$ cat src/rtl/sdram_pkg.sv
// Shared SDRAM definitions: command encodings, address masks, default
// timing values and the auto-refresh state type.
package sdram_pkg;

    // {cs_n, ras_n, cas_n, we_n}
    localparam logic [3:0] CMD_NOP          = 4'b0111;
    localparam logic [3:0] CMD_PRECHARGE    = 4'b0010;
    localparam logic [3:0] CMD_AUTO_REFRESH = 4'b0001;

    // A10 high selects all banks for PRECHARGE
    localparam logic [11:0] ADDR_A10 = 12'h400;

    // 15 us at 100 MHz covers 4096 rows in 64 ms
    localparam int DEF_REF_INTERVAL = 1500;
    localparam int DEF_TRP          = 2;
    localparam int DEF_TRFC         = 7;

    typedef enum logic [2:0] {
        AREF_IDLE,
        AREF_PRE,
        AREF_WAIT_TRP,
        AREF_REF1,
        AREF_WAIT_TRFC1,
        AREF_REF2,
        AREF_WAIT_TRFC2,
        AREF_DONE
    } aref_state_e;

    // Width of a counter that must hold values up to max(trp, trfc)
    function automatic int phaseWidth(input int trp, input int trfc);
        int m;
        m = (trp > trfc) ? trp : trfc;
        return (m < 1) ? 1 : $clog2(m + 1);
    endfunction

endpackage

$ cat src/rtl/sdram_ref_timer.sv
// Refresh interval timer: free-running period counter that raises a refresh
// request on every wrap and flags a miss when a request is still pending.
module sdram_ref_timer
    import sdram_pkg::*;
#(
    parameter int REF_INTERVAL = DEF_REF_INTERVAL
) (
    input  logic clk_i,
    input  logic rst_i,
    input  logic init_done_i,
    input  logic ack_i,
    output logic req_o,
    output logic miss_o
);

    localparam int CW = (REF_INTERVAL > 1) ? $clog2(REF_INTERVAL) : 1;
    localparam logic [CW-1:0] CNT_LAST = CW'(REF_INTERVAL - 1);

    logic [CW-1:0] cnt_q, cnt_d;
    logic          req_q, req_d;
    logic          miss_q, miss_d;
    logic          wrap;

    // Counter holds at zero until the SDRAM is initialised; a wrap that finds
    // the previous request unaccepted is recorded as a miss, not queued again.
    always_comb begin
        wrap  = 1'b0;
        cnt_d = cnt_q;
        if (!init_done_i) begin
            cnt_d = '0;
        end else if (cnt_q == CNT_LAST) begin
            cnt_d = '0;
            wrap  = 1'b1;
        end else begin
            cnt_d = cnt_q + 1'b1;
        end
        req_d  = wrap | (req_q & ~ack_i);
        miss_d = miss_q | (wrap & req_q & ~ack_i);
    end

    // State registers with synchronous reset
    always_ff @(posedge clk_i) begin
        if (rst_i) begin
            cnt_q  <= '0;
            req_q  <= 1'b0;
            miss_q <= 1'b0;
        end else begin
            cnt_q  <= cnt_d;
            req_q  <= req_d;
            miss_q <= miss_d;
        end
    end

    assign req_o  = req_q;
    assign miss_o = miss_q;

endmodule

$ cat src/rtl/sdram_aref.sv
// SDRAM auto-refresh controller: requests the bus every refresh interval and,
// once granted, issues PRECHARGE ALL followed by two AUTO REFRESH commands.
module sdram_aref
    import sdram_pkg::*;
#(
    parameter int REF_INTERVAL = DEF_REF_INTERVAL,
    parameter int TRP          = DEF_TRP,
    parameter int TRFC         = DEF_TRFC
) (
    input  logic        sclk,
    input  logic        rst,
    input  logic        init_done,
    input  logic        aref_en,
    output logic        aref_req,
    output logic [3:0]  aref_cmd,
    output logic [11:0] aref_addr,
    output logic        aref_done,
    output logic        aref_miss
);

    localparam int PW = phaseWidth(TRP, TRFC);
    localparam logic [PW-1:0] TRP_LAST  = PW'(TRP - 1);
    localparam logic [PW-1:0] TRFC_LAST = PW'(TRFC - 1);

    aref_state_e   state_q;
    logic [PW-1:0] phase_q;
    logic [3:0]    cmd_q;
    logic [11:0]   addr_q;
    logic          done_q;
    logic          reqPending;
    logic          grantAccept;

    // A grant only counts when the FSM is idle and a request is outstanding
    assign grantAccept = (state_q == AREF_IDLE) && reqPending && aref_en;

    sdram_ref_timer #(
        .REF_INTERVAL(REF_INTERVAL)
    ) u_timer (
        .clk_i      (sclk),
        .rst_i      (rst),
        .init_done_i(init_done),
        .ack_i      (grantAccept),
        .req_o      (reqPending),
        .miss_o     (aref_miss)
    );

    // Refresh sequencer; command outputs are registered alongside the state
    // they belong to, so each command appears in the cycle its state is entered.
    always_ff @(posedge sclk) begin
        if (rst) begin
            state_q <= AREF_IDLE;
            phase_q <= '0;
            cmd_q   <= CMD_NOP;
            addr_q  <= '0;
            done_q  <= 1'b0;
        end else begin
            cmd_q  <= CMD_NOP;
            addr_q <= '0;
            done_q <= 1'b0;
            case (state_q)
                AREF_IDLE: begin
                    if (grantAccept) begin
                        state_q <= AREF_PRE;
                        cmd_q   <= CMD_PRECHARGE;
                        addr_q  <= ADDR_A10;
                    end
                end
                AREF_PRE: begin
                    state_q <= AREF_WAIT_TRP;
                    phase_q <= '0;
                end
                AREF_WAIT_TRP: begin
                    if (phase_q == TRP_LAST) begin
                        state_q <= AREF_REF1;
                        cmd_q   <= CMD_AUTO_REFRESH;
                    end else begin
                        phase_q <= phase_q + 1'b1;
                    end
                end
                AREF_REF1: begin
                    state_q <= AREF_WAIT_TRFC1;
                    phase_q <= '0;
                end
                AREF_WAIT_TRFC1: begin
                    if (phase_q == TRFC_LAST) begin
                        state_q <= AREF_REF2;
                        cmd_q   <= CMD_AUTO_REFRESH;
                    end else begin
                        phase_q <= phase_q + 1'b1;
                    end
                end
                AREF_REF2: begin
                    state_q <= AREF_WAIT_TRFC2;
                    phase_q <= '0;
                end
                AREF_WAIT_TRFC2: begin
                    if (phase_q == TRFC_LAST) begin
                        state_q <= AREF_DONE;
                        done_q  <= 1'b1;
                    end else begin
                        phase_q <= phase_q + 1'b1;
                    end
                end
                AREF_DONE: begin
                    state_q <= AREF_IDLE;
                end
                default: begin
                    state_q <= AREF_IDLE;
                end
            endcase
        end
    end

    assign aref_req  = reqPending;
    assign aref_cmd  = cmd_q;
    assign aref_addr = addr_q;
    assign aref_done = done_q;

endmodule

$ cat config.mk
export PLATFORM = sky130hd
export DESIGN_NAME = sdram_aref
export DESIGN_NICKNAME = d
export VERILOG_FILES = /design/src/rtl/sdram_pkg.sv /design/src/rtl/sdram_ref_timer.sv /design/src/rtl/sdram_aref.sv
export SDC_FILE = /design/constraint.sdc
export NUM_CORES = 1
export LEC_CHECK = 0
export ABC_AREA = 1
export CAP_MARGIN = 20
export CORE_UTILIZATION = 30
export CTS_BUF_LIST = sky130_fd_sc_hd__clkbuf_4 sky130_fd_sc_hd__clkbuf_8
export DETAILED_ROUTE_END_ITERATION = 6
export PLACE_DENSITY_LB_ADDON = 0.08
export SYNTH_ARGS = -nofsm -noshare
export SYNTH_HDL_FRONTEND = slang
export SYNTH_SLANG_ARGS = --single-unit
$ cat constraint.sdc
create_clock -name sclk -period 1.2 [get_ports sclk]
set_input_delay 0.18 -clock sclk [delete_from_list [all_inputs] [get_ports sclk]]
set_output_delay 0.18 -clock sclk [all_outputs]
set_load 0.1 [all_outputs]
Word level (Yosys, flattened, before mapping)
Cells that the tools add are included.

storage, ports and cells
  register bits = 36
  input bits = 4
  output and inout bits = 19
  word-level logic and storage cells = 62

cells by class
  $add $sub $neg = 2
  eq/ne operators = 16
  mux-type cells = 16
  bitwise gates (word level) = 9
  reduce and logical (&&, ||, !) cells = 11

operator list
  cell                     number
  $mux W3                  9
  $pmux W3 S8              1
  $pmux W3 S3              2
  $eq A3 B3 Y1 const B     5
  $add A11 B1 Y11 const B  1
  $eq A11 B11 Y1 const B   1
  $mux W11                 1
  $ne A2 B2 Y1 const B     5
  $eq A3 B1 Y1 const B     2
  $eq A3 B2 Y1 const B     2
  $reduce_or A2 Y1         3
  $reduce_or A3 Y1         2
  $not A1 Y1               4
  $reduce_and A4 Y1        1
  $add A3 B1 Y3 const B    1
  $and A1 B1 Y1            3
  $logic_not A3 Y1         1
  $mux W1                  3
  $reduce_and A3 Y1        1
  $reduce_bool A3 Y1       1
  $logic_and A1 B1 Y1      2
  $ne A2 B1 Y1 const B     1
  $or A1 B1 Y1             2

Depth between registers and ports, before layout
  word-level depth = 6
  mapped depth = 9
  gate-level depth less buffers = 8

Modules after synthesis
Synthesis repeated with hierarchy kept, for this count alone.

unflattened totals
  cells, all modules = 172
  area, all modules = 1244.9 µm²

modules (own cells, without submodules)
  module           instances  cells an instance  area an instance (µm²)  sequential area each (µm²)
  sdram_aref       1          90                 640.6                   220.2
  sdram_ref_timer  1          82                 604.3                   260.2

Least setup slack after synthesis
Ideal clock, no wire load.

  path kind = register to register
  start point = register u_timer.req_q (netlist: u_timer.req_o)
  end point = register u_timer.miss_q (netlist: u_timer.miss_o)
  library setup time = 0.118 ns
  arrival time = 1.487 ns
  data required time = 1.082 ns
  setup slack = -0.406 ns
  cell stages (with the launch flop) = 8
  buffers on the path = 0
  period minus slack after synthesis = 1.606 ns
  path through = dfxtp_1 > nand2_1 > inv_1 > nand3_1 > nand2_1 > inv_1 > nand3_1 > a21oi_1

on the way
  longest elaborated chain between the ends = 5
  elaborated cells on any way between the ends = 6
  those cells by class = 4 x bitwise; 2 x reduce/logical

RTL lines
  element                            RTL line               RTL
  start: declaration                 sdram_ref_timer.sv:20  logic req_q, req_d;
  start signal: assignment           sdram_ref_timer.sv:49  req_q <= req_d;
  $logic_and A1 B1 Y1 (2 in series)  sdram_aref.sv:34       assign grantAccept = (state_q == AREF_IDLE) && reqPending && aref_en;
  $not A1 Y1                         sdram_ref_timer.sv:38  miss_d = miss_q | (wrap & req_q & ~ack_i);
  $and A1 B1 Y1 *                    sdram_ref_timer.sv:38
  $or A1 B1 Y1 *                     sdram_ref_timer.sv:38
  end signal: assignment             sdram_ref_timer.sv:50  miss_q <= miss_d;
  end: declaration                   sdram_ref_timer.sv:21  logic miss_q, miss_d;

Every way passes the cells marked *; elsewhere a longest branch is shown, timed or not.
A chain may end at the register's enable or synchronous reset.

Worst setup path after layout
  start point = register phase_q[0]
  end point = register phase_q[0]

on the way
  longest elaborated chain between the ends = 3
  elaborated cells on any way between the ends = 9
  those cells by class = 1 x add/sub; 4 x eq/ne; 3 x mux; 1 x reduce/logical

RTL lines
  element                                           RTL line                                               RTL
  start: declaration                                sdram_aref.sv:26                                       logic [PW-1:0] phase_q;
  start signal: assignment                          sdram_aref.sv:77                                       phase_q <= phase_q + 1'b1;
  start signal: assignment                          sdram_aref.sv:89                                       phase_q <= phase_q + 1'b1;
  start signal: assignment                          sdram_aref.sv:101                                      phase_q <= phase_q + 1'b1;
  $add A3 B1 Y3, or another cell as far along       sdram_aref.sv:77, sdram_aref.sv:89, sdram_aref.sv:101
  $mux W3, or another cell as far along             sdram_aref.sv:85, sdram_aref.sv:97
  $pmux W3 S3 or $reduce_and A3 Y1 (tied branches)  --

Parallel ways exist; a longest one is shown, timed or not. The select of a mux whose other input is x is not followed.

==> results.toml <==
[status]
violations = "setup timing"
status = "finished, violations left"

[power]
p_comb_frac = 0.143
ir_worst_vdd_v = 0.000465
power_mw = 1.53
clock_power_share = 0.334
power.internal_mw = 1.08
sw_frac_of_total = 0.292
p_per_area_mw_per_mm2 = 920
leakagePower_nw = 0.659
seqPwrFrac = 0.523
switching_power_mw = 0.445

[clock_network]
cts_buffers = 3
hold_buffers = 0
cts_tree = "done"
cts_buffer_depth = 2
cts_root_buffer = "clkbuf_8"
clkLatencyLatePin_ns = 0.26
htreeDepth = 1
clkSlewWorstSetupHoldPaths_ns = 0.09
clkSinkCount = 24

[detailed_routing]
ant_nets = 0
drt_wl_total_um = 2360
drt_iter0_drc = 21
num_vias = 1012
drcViolationCount = 0
viasPerCell = 4.27
dr.pass1.iters = 2
wire_per_inst_um = 9.95

[critical_path]
max_stage_delay_ns = 0.38
worstPathRequired_ns = 1.36
cp-startpoint = "phase_q[0]"
r2r_slack_ns = -0.007
critPathArrivalTime_ns = 1.37
r2r_cells = 8
r2r-start = "phase_q[0]"
critPathKind = "reg2reg"
cp_slowest_cell = "dfxtp_4"
path_cells = "inv_2 > ha_2 > nand2_4 > nor2_4 > inv_1 > nand3_2 > o21ai_1 > nor2_1"
cp_top_family = "flip-flops"
path_max_fanout = 3
timing.critical_path.to_type = "flip-flop"
endpoint = "phase_q[0]"
crit_buf_inv = 2
reg2reg_to = "phase_q[0]"
start_kind = "flip-flop"
crit_cells = 8

[yosys]
synth_fa_ha_area_frac = 0.0413
synth-compound-area-share = 0.0517
synth_cell_types = 24
synth_cells = 164
ys_seq_area_frac = 0.397
synth_top_family_by_area = "simple AND/OR/NAND/NOR gates"
synth_mux_area_frac = 0
synth_area_mm2 = 0.00121
synth_seq_cells = 24
synth_xor_area_frac = 0.0434
synth-simple-area-share = 0.311
syn_area_per_cell_um2 = 7.39
yosysWarnings = 0

[sta]
rsz0062_at_grt = "yes"
setup_violations = 1
layout_setup_ws_ns = -0.00711
slew_viol_final = 0
min_period_ns = 1.21
fmaxAchievable_ghz = 0.828
hold_viol = 0
fin_skew_ns = 0.00690
finalCritPeriodShare = 1.01
hold_slack_ns = 0.493

[floorplanning]
rows = 22
coreArea_mm2 = 0.00377
die_area_mm2 = 0.00430
ioPinCount = 23
die_y_um = 65.5
start_util = 0.321
die_w_um = 65.5

[placed_design]
globalplace.congestion = 0.776
dp.final_hpwl_um = 1820
port_buffers = 10

[layout]
area.growth.synth_to_final_pct = 36.9
nets = 198
diodes = 0
layout_common_cells = "25 x nand2_1, 22 x nor2_1, 17 x dfxtp_1"
drive_gt1_frac = 0.333
nFillCells = 393
final_common_cell = "nand2_1"

[global_route]
grt_pass1_vias = 998
grt_max_degree = 14
antenna_found_initial = 0
grt_overflow_total = 0
grt_usage = 0.129
grt_pass1_wl_um = 4210

[min_path]
hp-class = "reg2reg"

[flow_run]
cap_violations = 0
sequential cells by signal, summed over array words and instances, names as in the netlist:
name and cells:
aref_addr 1, aref_cmd 3, u_timer.req_o 1, u_timer.miss_o 1, phase_q 3, aref_done 1
state_q 3, u_timer.cnt_q 11
power groups by stage:
stage | logic, mW | registers [mW] | clock network (mW)
after floorplan | 0.217 | 0.819 | 0
after global placement | 0.209 | 0.818 | 0
after detailed placement | 0.210 | 0.819 | 0
after CTS | 0.215 | 0.798 | 0.533
after global routing | 0.228 | 0.799 | 0.560
final | 0.219 | 0.798 | 0.509
synthesized netlist by cell type:
library cell | number | area (um^2)
nand2_2 | 1 | 6.26
a21oi_1 | 9 | 45.0
inv_1 | 20 | 75.1
nand4_1 | 2 | 12.5
nor4_1 | 1 | 6.26
o21ai_0 | 2 | 10.0
dfxtp_1 | 24 | 480
conb_1 | 1 | 3.75
xnor2_1 | 3 | 26.3
o211ai_1 | 1 | 7.51
nand3_2 | 3 | 30.0
nand2_1 | 29 | 109
buf_2 | 1 | 5.00
nor2_1 | 26 | 97.6
xor2_1 | 3 | 26.3
nand3_1 | 13 | 65.1
nand3b_1 | 1 | 7.51
inv_2 | 1 | 3.75
nor2_2 | 2 | 12.5
nor3_2 | 2 | 20.0
ha_1 | 4 | 50.1
nor3_1 | 2 | 10.0
buf_4 | 12 | 90.1
buf_6 | 1 | 11.3
final cells by class:
type                            instances  area [um^2]  area share
Multi-Input combinational cell        117          708       0.427
Sequential cell                        24          494       0.298
Timing Repair Buffer                   23          268       0.162
Inverter                               21         78.8      0.0475
Tap cell                               48         60.1      0.0362
Clock buffer                            4         48.8      0.0294
metal layers:
metal  vias up  global-route usage  wire length [um]
met5         -                   0                 0
met4         0              0.0571                23
met3         2              0.0226                69
met2        15               0.211              1070
met1       449               0.165              1190
li1        546                   -                 -
worst min-delay path by stage:
stage                       from                 to  slack (ns)  cells after the start
2_1_floorplan          init_done      u_timer.req_o        0.31                      2
3_3_place_gp   u_timer.cnt_q[10]  u_timer.cnt_q[10]        0.47                      2
3_5_place_dp   u_timer.cnt_q[10]  u_timer.cnt_q[10]        0.48                      2
4_1_cts        u_timer.cnt_q[10]  u_timer.cnt_q[10]        0.49                      2
5_1_grt        u_timer.cnt_q[10]  u_timer.cnt_q[10]        0.52                      2
6_report              state_q[0]         state_q[0]        0.49                      1
what timing repair did:
action,4_1_cts,5_1_grt
gates resized for setup,16,20
cloned,1,0
pin swaps,4,10
buffers inserted,1,0
endpoints found under the hold margin,0,0
setup endpoints to repair,14,19
cells by family after synthesis:
family	count (synthesis)
simple gates	82
buf+inv	35
flops	24
compound gates	12
xor+xnor	6
fa+ha+maj	4
other cells	1
through the flow:
stage / utilization / instances / area [um^2] / setup TNS [ns] / setup WS (ns)
finish: 0.440 / 237 / 1660 / -0.00711 / -0.00711
global route: 0.440 / 237 / 1660 / -0.736 / -0.132
CTS: 0.421 / 237 / 1590 / -0.0160 / -0.0160
detailed placement: 0.393 / 231 / 1480 / -0.889 / -0.111
global placement: 0.393 / 231 / 1480 / -0.596 / -0.0799
floorplan: - / 175 / 1270 / -0.0254 / -0.0254
(Power assumes the default switching activity.)
